[src/rtl/cpu_di_pkg.sv]
`default_nettype none
// ============================================================================
//  Module   : cpu_di_pkg
//  Brief    : Shared types and helpers for the Z80 DI-bus multiplexer
//             (state encoding, floating-bus value, lowest-set-bit search).
//  Revision : 1.0 - initial release
// ============================================================================
package cpu_di_pkg;

  // FSM encoding for the read sequencer
  typedef enum logic [1:0] {
    ST_IDLE = 2'd0,
    ST_WAIT = 2'd1,
    ST_HOLD = 2'd2
  } state_e;

  // Value seen on an undriven Z80 data bus
  localparam logic [7:0] DEFAULT_DATA_C = 8'hFF;

  // Widest select vector the helper below can search
  localparam int MAX_CH_C = 32;

  // Index of the lowest set bit; returns 0 for an all-zero vector
  function automatic int lowest_set_idx(input logic [MAX_CH_C-1:0] vec);
    int idx;
    idx = 0;
    for (int i = MAX_CH_C - 1; i >= 0; i--) begin
      if (vec[i]) idx = i;
    end
    return idx;
  endfunction

endpackage
`default_nettype wire

[src/rtl/di_prio_enc.sv]
`default_nettype none
// ============================================================================
//  Module   : di_prio_enc
//  Brief    : Fixed-priority encoder over the per-channel select lines.
//             Lowest index wins. multi_o flags more than one active select
//             and is only built when CPU_DI_COLLISION_DET_EN is defined.
//  Revision : 1.0 - initial release
// ============================================================================
module di_prio_enc
  import cpu_di_pkg::*;
#(
  parameter int NUM_CH = 4
)(
  input  logic [NUM_CH-1:0]         ch_sel_i,
  output logic                      any_o,
  output logic [$clog2(NUM_CH)-1:0] idx_o,
  output logic                      multi_o
);

  localparam int IDX_W = $clog2(NUM_CH);

  logic [MAX_CH_C-1:0] w_sel_ext;

  // Zero-extend the selects and pick the lowest asserted channel
  always_comb begin
    w_sel_ext               = '0;
    w_sel_ext[NUM_CH-1:0]   = ch_sel_i;
    idx_o                   = IDX_W'(lowest_set_idx(w_sel_ext));
  end

  assign any_o = |ch_sel_i;

`ifdef CPU_DI_COLLISION_DET_EN
  // Clearing the lowest set bit leaves something only if two or more were set
  assign multi_o = |(ch_sel_i & (ch_sel_i - NUM_CH'(1)));
`else
  assign multi_o = 1'b0;
`endif

endmodule
`default_nettype wire

[src/rtl/cpu_di_mux_n.sv]
`default_nettype none
// ============================================================================
//  Module   : cpu_di_mux_n
//  Brief    : N-channel Z80 data-input multiplexer with registered output,
//             per-channel programmable WAIT insertion and data hold until
//             the read strobe ends. Sole driver of the CPU DI bus.
//             Optional sticky collision flag: CPU_DI_COLLISION_DET_EN.
//  Revision : 1.0 - initial release
// ============================================================================
module cpu_di_mux_n
  import cpu_di_pkg::*;
#(
  parameter int                NUM_CH       = 4,
  parameter int                DATA_W       = 8,
  parameter int                WAIT_W       = 4,
  parameter logic [DATA_W-1:0] DEFAULT_DATA = DATA_W'(DEFAULT_DATA_C)
)(
  input  logic                      clock_i,
  input  logic                      reset_n_i,
  input  logic [NUM_CH*DATA_W-1:0]  ch_data_i,
  input  logic [NUM_CH-1:0]         ch_sel_i,
  input  logic [NUM_CH*WAIT_W-1:0]  ch_wait_i,
  input  logic                      cpu_rd_n_i,
  input  logic                      collision_clr_i,
  output logic [DATA_W-1:0]         cpu_di_o,
  output logic                      cpu_wait_n_o,
  output logic                      busy_o,
  output logic [$clog2(NUM_CH)-1:0] active_ch_o,
  output logic                      collision_o
);

  localparam int                IDX_W     = $clog2(NUM_CH);
  localparam logic [WAIT_W-1:0] c_cnt_one = WAIT_W'(1);

  state_e              r_state_q,  w_state_d;
  logic [WAIT_W-1:0]   r_cnt_q,    w_cnt_d;
  logic [DATA_W-1:0]   r_di_q,     w_di_d;
  logic                r_wait_n_q, w_wait_n_d;
  logic [IDX_W-1:0]    r_ch_q,     w_ch_d;

  logic                w_any;
  logic [IDX_W-1:0]    w_idx;
  logic                w_multi;
  logic                w_start;
  logic [WAIT_W-1:0]   w_start_wait;
  logic [DATA_W-1:0]   w_start_data;
  logic [DATA_W-1:0]   w_held_data;

  di_prio_enc #(
    .NUM_CH (NUM_CH)
  ) u_prio_enc (
    .ch_sel_i (ch_sel_i),
    .any_o    (w_any),
    .idx_o    (w_idx),
    .multi_o  (w_multi)
  );

  // Candidate grant is taken from the live selects; once granted, data comes
  // from the locked channel so later select changes have no effect.
  assign w_start      = ~cpu_rd_n_i & w_any;
  assign w_start_wait = ch_wait_i[w_idx * WAIT_W +: WAIT_W];
  assign w_start_data = ch_data_i[w_idx * DATA_W +: DATA_W];
  assign w_held_data  = ch_data_i[r_ch_q * DATA_W +: DATA_W];

  // State, counter, grant and output registers; reset releases WAIT at once
  always_ff @(posedge clock_i or negedge reset_n_i) begin
    if (!reset_n_i) begin
      r_state_q  <= ST_IDLE;
      r_cnt_q    <= '0;
      r_di_q     <= DEFAULT_DATA;
      r_wait_n_q <= 1'b1;
      r_ch_q     <= '0;
    end else begin
      r_state_q  <= w_state_d;
      r_cnt_q    <= w_cnt_d;
      r_di_q     <= w_di_d;
      r_wait_n_q <= w_wait_n_d;
      r_ch_q     <= w_ch_d;
    end
  end

  // Next-state: start only from IDLE, strobe release always returns to IDLE
  always_comb begin
    w_state_d = r_state_q;
    case (r_state_q)
      ST_IDLE: begin
        if (w_start) w_state_d = (w_start_wait == '0) ? ST_HOLD : ST_WAIT;
      end
      ST_WAIT: begin
        if (cpu_rd_n_i)                w_state_d = ST_IDLE;
        else if (r_cnt_q == c_cnt_one) w_state_d = ST_HOLD;
      end
      ST_HOLD: begin
        if (cpu_rd_n_i) w_state_d = ST_IDLE;
      end
      default: w_state_d = ST_IDLE;
    endcase
  end

  // Datapath next values: grant latch, wait countdown, data capture/release
  always_comb begin
    w_cnt_d    = r_cnt_q;
    w_di_d     = r_di_q;
    w_wait_n_d = r_wait_n_q;
    w_ch_d     = r_ch_q;
    case (r_state_q)
      ST_IDLE: begin
        if (w_start) begin
          w_ch_d = w_idx;
          if (w_start_wait == '0) begin
            w_di_d = w_start_data;
          end else begin
            w_cnt_d    = w_start_wait;
            w_wait_n_d = 1'b0;
          end
        end
      end
      ST_WAIT: begin
        if (cpu_rd_n_i) begin
          // Abort: nothing is latched, the bus keeps its floating value
          w_wait_n_d = 1'b1;
        end else if (r_cnt_q == c_cnt_one) begin
          w_di_d     = w_held_data;
          w_wait_n_d = 1'b1;
        end else begin
          w_cnt_d = r_cnt_q - c_cnt_one;
        end
      end
      ST_HOLD: begin
        if (cpu_rd_n_i) w_di_d = DEFAULT_DATA;
      end
      default: begin
        w_di_d     = DEFAULT_DATA;
        w_wait_n_d = 1'b1;
      end
    endcase
  end

  assign cpu_di_o     = r_di_q;
  assign cpu_wait_n_o = r_wait_n_q;
  assign busy_o       = (r_state_q != ST_IDLE);
  assign active_ch_o  = r_ch_q;

`ifdef CPU_DI_COLLISION_DET_EN
  logic r_coll_q, w_coll_d;

  // Sticky collision: a new collision on the clear edge takes priority
  always_comb begin
    w_coll_d = r_coll_q;
    if (collision_clr_i) w_coll_d = 1'b0;
    if ((r_state_q == ST_IDLE) && w_start && w_multi) w_coll_d = 1'b1;
  end

  // Collision flag register
  always_ff @(posedge clock_i or negedge reset_n_i) begin
    if (!reset_n_i) r_coll_q <= 1'b0;
    else            r_coll_q <= w_coll_d;
  end

  assign collision_o = r_coll_q;
`else
  logic w_unused_coll;
  assign w_unused_coll = collision_clr_i | w_multi;
  assign collision_o   = 1'b0;
`endif

endmodule
`default_nettype wire

[config.mk]
export PLATFORM = sky130hd
export DESIGN_NAME = cpu_di_mux_n
export DESIGN_NICKNAME = d
export VERILOG_FILES = /design/src/rtl/cpu_di_pkg.sv /design/src/rtl/di_prio_enc.sv /design/src/rtl/cpu_di_mux_n.sv
export SDC_FILE = /design/constraint.sdc
export NUM_CORES = 1
export LEC_CHECK = 0
export CAP_MARGIN = 5
export CORE_MARGIN = 5
export CORE_UTILIZATION = 42
export CTS_CLUSTER_DIAMETER = 40
export CTS_CLUSTER_SIZE = 12
export DETAILED_ROUTE_END_ITERATION = 7
export PLACE_DENSITY = 0.86
export SYNTH_ARGS = -nofsm -noshare
export SYNTH_HDL_FRONTEND = slang
export SYNTH_HIERARCHICAL = 1
export SYNTH_SLANG_ARGS = --single-unit
[constraint.sdc]
create_clock -name clock_i -period 2.91 [get_ports clock_i]
set_clock_uncertainty 0.05 [all_clocks]
set_input_delay 0.582 -clock clock_i [delete_from_list [all_inputs] [get_ports clock_i]]
set_output_delay 0.582 -clock clock_i [all_outputs]
set_load 0.03 [all_outputs]
==> flow_metrics.env, run 1 <==
export IMPL_status="complete, no violations"
export IMPL_crit_path_top_delay_cell="clkdlybuf4s50_1"
export IMPL_vias=1178
export IMPL_hold_end="cpu_di_o[5]"
export IMPL_insertion_delay_ns=0.30
export IMPL_r2r_cells=7
export IMPL_grt_pass1_wl_um=6000
export IMPL_grt_total_usage_pct=18.3
export IMPL_multi_input_area_um2=741
export IMPL_drtAntennaViolNets=0
export IMPL_maxCapViolCount=0
export IMPL_worstPathArrival_ns=2.72
export IMPL_nFillCells=198
export IMPL_numPortBuffers=66
export IMPL_fmaxAchievable_mhz=397
export IMPL_r2r_start="r_cnt_q[1]"
export IMPL_setup_tns_ns=0
export IMPL_yosys_warnings=6
export IMPL_reg2reg_to="cpu_di_o[5]"
export IMPL_drtIter0Drc=50
export IMPL_drc=0
export IMPL_ff2ff_setup_slack_ns=0.71
export IMPL_syn_instance_count=106
export IMPL_overflow=0
export IMPL_timing_final_crit_period_ns=2.52
export IMPL_worst_slack_ns=0.394
export IMPL_critPathLaunchType="input pin"
export IMPL_cts_sinks=17
export IMPL_synth_nets=164
export IMPL_antenna_found_initial=0
export IMPL_grt_pass1_vias=1298
export IMPL_rsz0062_at_grt="no"
export IMPL_io_pins=69
export IMPL_fin_util_pct=70.9
export IMPL_critical_path_cell_chain="clkdlybuf4s50_1, nand2b_1, a21oi_2, buf_4, mux4_2, and2_2, o21ai_2, o22a_1"
export IMPL_synth_avg_cell_area_um2=11.7
export IMPL_clockBufferDepth=2
export IMPL_max_slew_margin_pct=48.8
export IMPL_cts_tree="done"
export IMPL_p_leak_nw=0.758
export IMPL_cts_setup_buffers=0
export IMPL_dieArea_mm2=0.00415
export IMPL_layout_cells_non_filler=208
export IMPL_wl_per_cell_um=17.7
export IMPL_drt_total_wl_um=3680
export IMPL_required_ns=3.11
export IMPL_drt_pass1_iterations=4
export IMPL_powerDensity_mw_per_mm2=613
export IMPL_cts_made_buffers=3
export IMPL_dpl_cell_count=204
export IMPL_cts_max_level=1
export IMPL_num_nets_final=236
export IMPL_hold_path_depth=1
export IMPL_dp_hpwl_um=3130
export IMPL_netlist_area_mm2=0.00124
export IMPL_final_common_cell="clkdlybuf4s50_1"
export IMPL_hold_path_class="reg -> reg"
export IMPL_areaGrowthSynthToFinish_pct=60.0
export IMPL_drive_above_1_share_pct=28.8
export IMPL_slew_viol_final=0
export IMPL_die_w_um=64.4
export IMPL_tightest_slew_ns=0.766
export IMPL_grt_max_degree=18
export IMPL_rows=19
export IMPL_postCtsHoldBufs=0
export IMPL_slowest_delay_ns=0.41
export IMPL_finalSetupViolCount=0
export IMPL_clkTransAtPathRegs_ns=0.12
export IMPL_period_share_pct=86.5
export IMPL_crit_type="in -> reg"
export IMPL_irDropWorstVdd_uv=384
export IMPL_core_mm2=0.00281
export IMPL_cts_root_buf="clkbuf_4"
export IMPL_final_hold_viol_count=0
export IMPL_place_ws_ns=0.0667
export IMPL_cts_resized=0
export IMPL_ff_latch_area_um2=437
export IMPL_critical_path_peak_fanout=8
export IMPL_hp_start="cpu_di_o[5]"
export IMPL_start_util_pct=44.3
export IMPL_die_h_um=64.4
export IMPL_via_per_inst=5.66
export IMPL_routabilityCongestion=0.793
export IMPL_end_kind="flip-flop"
export IMPL_antennaDiodeCount=0
export IMPL_layout_common_cells="clkdlybuf4s50_1, mux4_2, nor2_1"
export IMPL_worstPathBufferInverterCount=2
export IMPL_crit_family="compound AO/OA/AOI/OAI gates"
-- power breakdown --
part / switching [W] / internal (W) / total, W
Clock: 0.0000867 / 0.0000511 / 0.000138
Sequential: 0.0000593 / 0.000360 / 0.000419
Combinational: 0.000312 / 0.000349 / 0.000661
-- flip-flops by register name, summed over array words and instances, names as in the netlist --
| name | cells |
|---|---|
| r_state_q | 2 |
| cpu_wait_n_o | 1 |
| active_ch_o | 2 |
| r_cnt_q | 4 |
| cpu_di_o | 8 |
-- how the worst max path moves through the flow --
stage                           start           to  slack (ns)  cells after the start
after floorplan           ch_sel_i[2]  cpu_di_o[5]        0.57                      8
after global placement    ch_sel_i[3]  cpu_di_o[3]        0.11                      7
after detailed placement  ch_sel_i[2]  cpu_di_o[3]        0.07                      8
after CTS                 ch_sel_i[2]  cpu_di_o[5]        0.39                      8
after global routing      ch_sel_i[1]  cpu_di_o[5]        0.22                      8
final                     ch_sel_i[2]  cpu_di_o[5]        0.39                      8
-- final cells by class --
class / count / area share, %
Clock inverter: 1 / 0.252
Multi-Input combinational cell: 77 / 37.3
Tap cell: 31 / 1.95
Sequential cell: 17 / 22.0
Clock buffer: 3 / 1.13
Inverter: 7 / 1.32
Timing Repair Buffer: 72 / 36.1
-- layer usage --
metal	share of wire, %	GRT usage, %	vias to the layer above
li1	-	-	546
met5	0	0	-
met4	1.8	7.39	0
met1	39	21.2	592
met3	3.1	1.58	6
met2	56	34.5	34
-- worst reg2reg max path, delay by kind of cell (launching register included) --
family	cells	cell delay, ns
AND/OR/NAND/NOR	2	0.91
AO/OA/AOI/OAI	3	0.53
flip-flops	1	0.40
adder cells (fa/ha/maj)	1	0.15
buffers and inverters	1	0.11
-- stage by stage --
stage	power (W)	hold WS [ns]	area [µm²]
after global routing	0.00128	0.503	1990
after detailed placement	0.00109	0.462	1960
after floorplan	0.000812	0.236	1240
final	0.00122	0.475	1990
after global placement	0.00106	0.455	1960
after CTS	0.00122	0.479	1990
No activity file was read; power rests on OpenSTA's default activity.
==> inputs of run 2 (changes only) <==
--- a/config.mk
+++ b/config.mk
@@ -7,11 +7,11 @@
 export LEC_CHECK = 0
 export CAP_MARGIN = 5
 export CORE_MARGIN = 5
-export CORE_UTILIZATION = 42
+export CORE_UTILIZATION = 35
 export CTS_CLUSTER_DIAMETER = 40
 export CTS_CLUSTER_SIZE = 12
 export DETAILED_ROUTE_END_ITERATION = 7
-export PLACE_DENSITY = 0.86
+export PLACE_DENSITY = 0.77
 export SYNTH_ARGS = -nofsm -noshare
 export SYNTH_HDL_FRONTEND = slang
 export SYNTH_HIERARCHICAL = 1
==> constraint.sdc (replaced) <==
create_clock -name clock_i -period 2.2 [get_ports clock_i]
set_clock_uncertainty 0.05 [all_clocks]
set_input_delay 0.44 -clock clock_i [delete_from_list [all_inputs] [get_ports clock_i]]
set_output_delay 0.44 -clock clock_i [all_outputs]
set_load 0.03 [all_outputs]
==> flow_metrics.env, run 2 (synthesized netlist as in run 1, its figures left out) <==
export IMPL_required_ns=2.33
export IMPL_dieArea_mm2=0.00484
export IMPL_final_hold_viol_count=0
export IMPL_timing_final_crit_period_ns=2.08
export IMPL_ff_latch_area_um2=437
export IMPL_cts_made_buffers=3
export IMPL_clockBufferDepth=2
export IMPL_powerDensity_mw_per_mm2=769
export IMPL_max_slew_margin_pct=63.1
export IMPL_fmaxAchievable_mhz=482
export IMPL_fin_area_mm2=0.00215
export IMPL_irDropWorstVdd_uv=394
export IMPL_cts_sinks=17
export IMPL_rows=21
export IMPL_drive_above_1_share_pct=35.8
export IMPL_rsz0062_at_grt="no"
export IMPL_routabilityCongestion=0.812
export IMPL_vias=1197
export IMPL_start_util_pct=36.7
export IMPL_maxCapViolCount=0
export IMPL_critical_path_peak_fanout=8
export IMPL_dp_hpwl_um=3120
export IMPL_drt_total_wl_um=3680
export IMPL_cts_root_buf="clkbuf_4"
export IMPL_numPortBuffers=66
export IMPL_grt_max_degree=18
export IMPL_drt_pass1_iterations=4
export IMPL_wl_per_cell_um=15.6
export IMPL_status="complete, no violations"
export IMPL_via_per_inst=5.07
export IMPL_power_w=0.00165
export IMPL_antenna_found_initial=0
export IMPL_critPathLaunchType="input pin"
export IMPL_drc=0
export IMPL_multi_input_area_um2=790
export IMPL_num_nets_final=249
export IMPL_period_share_pct=94.3
export IMPL_layout_common_cells="clkdlybuf4s50_1, buf_4, mux4_2"
export IMPL_worstPathArrival_ns=2.20
export IMPL_tightest_slew_ns=0.543
export IMPL_insertion_delay_ns=0.30
export IMPL_finalSetupViolCount=0
export IMPL_p_leak_nw=0.837
export IMPL_grt_pass1_vias=1369
export IMPL_overflow=0
export IMPL_core_mm2=0.00339
export IMPL_die_h_um=69.6
export IMPL_slew_viol_final=0
export IMPL_largest_register_ffs=8
export IMPL_areaGrowthSynthToFinish_pct=72.7
export IMPL_drtIter0Drc=43
export IMPL_hold_path_class="in -> async"
export IMPL_fin_util_pct=63.3
export IMPL_crit_type="in -> reg"
export IMPL_cts_tree="done"
export IMPL_dpl_cell_area_mm2=0.00206
export IMPL_antennaDiodeCount=0
export IMPL_cts_max_level=1
export IMPL_end_kind="flip-flop"
export IMPL_io_pins=69
export IMPL_final_common_cell="clkdlybuf4s50_1"
export IMPL_grt_total_usage_pct=16.3
export IMPL_drtAntennaViolNets=0
export IMPL_die_w_um=69.6
export IMPL_clkTransAtPathRegs_ns=0.10
export IMPL_grt_pass1_wl_um=6380
export IMPL_nFillCells=269
## run 2: cell types whose count changed in the layout (fill, tap and decap cells not counted), moves of 2 or more
cell / delta
dlygate4sd2_1: +5
buf_4: +13
clkdlybuf4s50_1: -5
a21oi_1: -2
## run 2: layout make-up
cell class	count	share of cell area, %
multi-input cells	77	36.8
repair buffers	85	37.7
well taps	46	2.68
clock buffers	4	1.22
inverters	7	1.22
flip-flops and latches	17	20.3
## run 2: what timing repair did
action	4_1_cts	5_1_grt
hold buffers	0	0
pin swaps	4	0
setup endpoints to repair	13	13
gates cloned	0	0
buffers inserted	2	0
resized for setup	13	1
## run 2: metrics by stage
stage               cells  setup TNS, ns  hold WS [ns]  setup WS (ns)
floorplan             106              0        0.0944        0.00542
global placement      230          -5.88         0.454         -0.416
detailed placement    230          -6.89         0.460         -0.493
CTS                   236              0         0.410         0.0700
global route          236              0         0.425        0.00622
finish                236              0         0.406          0.125
## run 2: metal layers
| layer | vias up | GRT usage (%) | wire length [µm] |
|---|---|---|---|
| met3 | 4 | 2.75 | 223 |
| met4 | 0 | 5.86 | 48 |
| met1 | 573 | 17.6 | 1300 |
| met5 | - | 0 | 0 |
| li1 | 575 | - | - |
| met2 | 45 | 31.5 | 2110 |
## run 2: where the power goes
group	internal, W	leakage, nW	switching (W)	total [W]
Sequential	0.000476	0.193	0.0000796	0.000556
Combinational	0.000492	0.629	0.000430	0.000921
Clock	0.0000707	0.0150	0.000102	0.000172
## run 2: critical path, stage by stage
cell and delay (ns):
dlygate4sd2_1 0.25, buf_4 0.15, a21oi_4 0.19, mux4_2 0.55
nor2_2 0.15, buf_4 0.13, a31oi_4 0.13, a21oi_2 0.17
a21oi_1 0.05
## run 2: worst paths after layout
| kind | from | end | slack [ns] | cells past startpoint |
|---|---|---|---|---|
| worst max-delay path | ch_sel_i[0] | r_cnt_q[2] | 0.12 | 9 |
| worst min-delay path | reset_n_i | active_ch_o[0] | 0.41 | 2 |
| worst max register to register | r_cnt_q[1] | active_ch_o[0] | 0.14 | 6 |
| worst min register to register | cpu_di_o[5] | cpu_di_o[5] | 0.47 | 1 |
| max in group asynchronous | reset_n_i | cpu_di_o[3] | 1.43 | 2 |
| min in group clock_i | cpu_di_o[5] | cpu_di_o[5] | 0.47 | 1 |
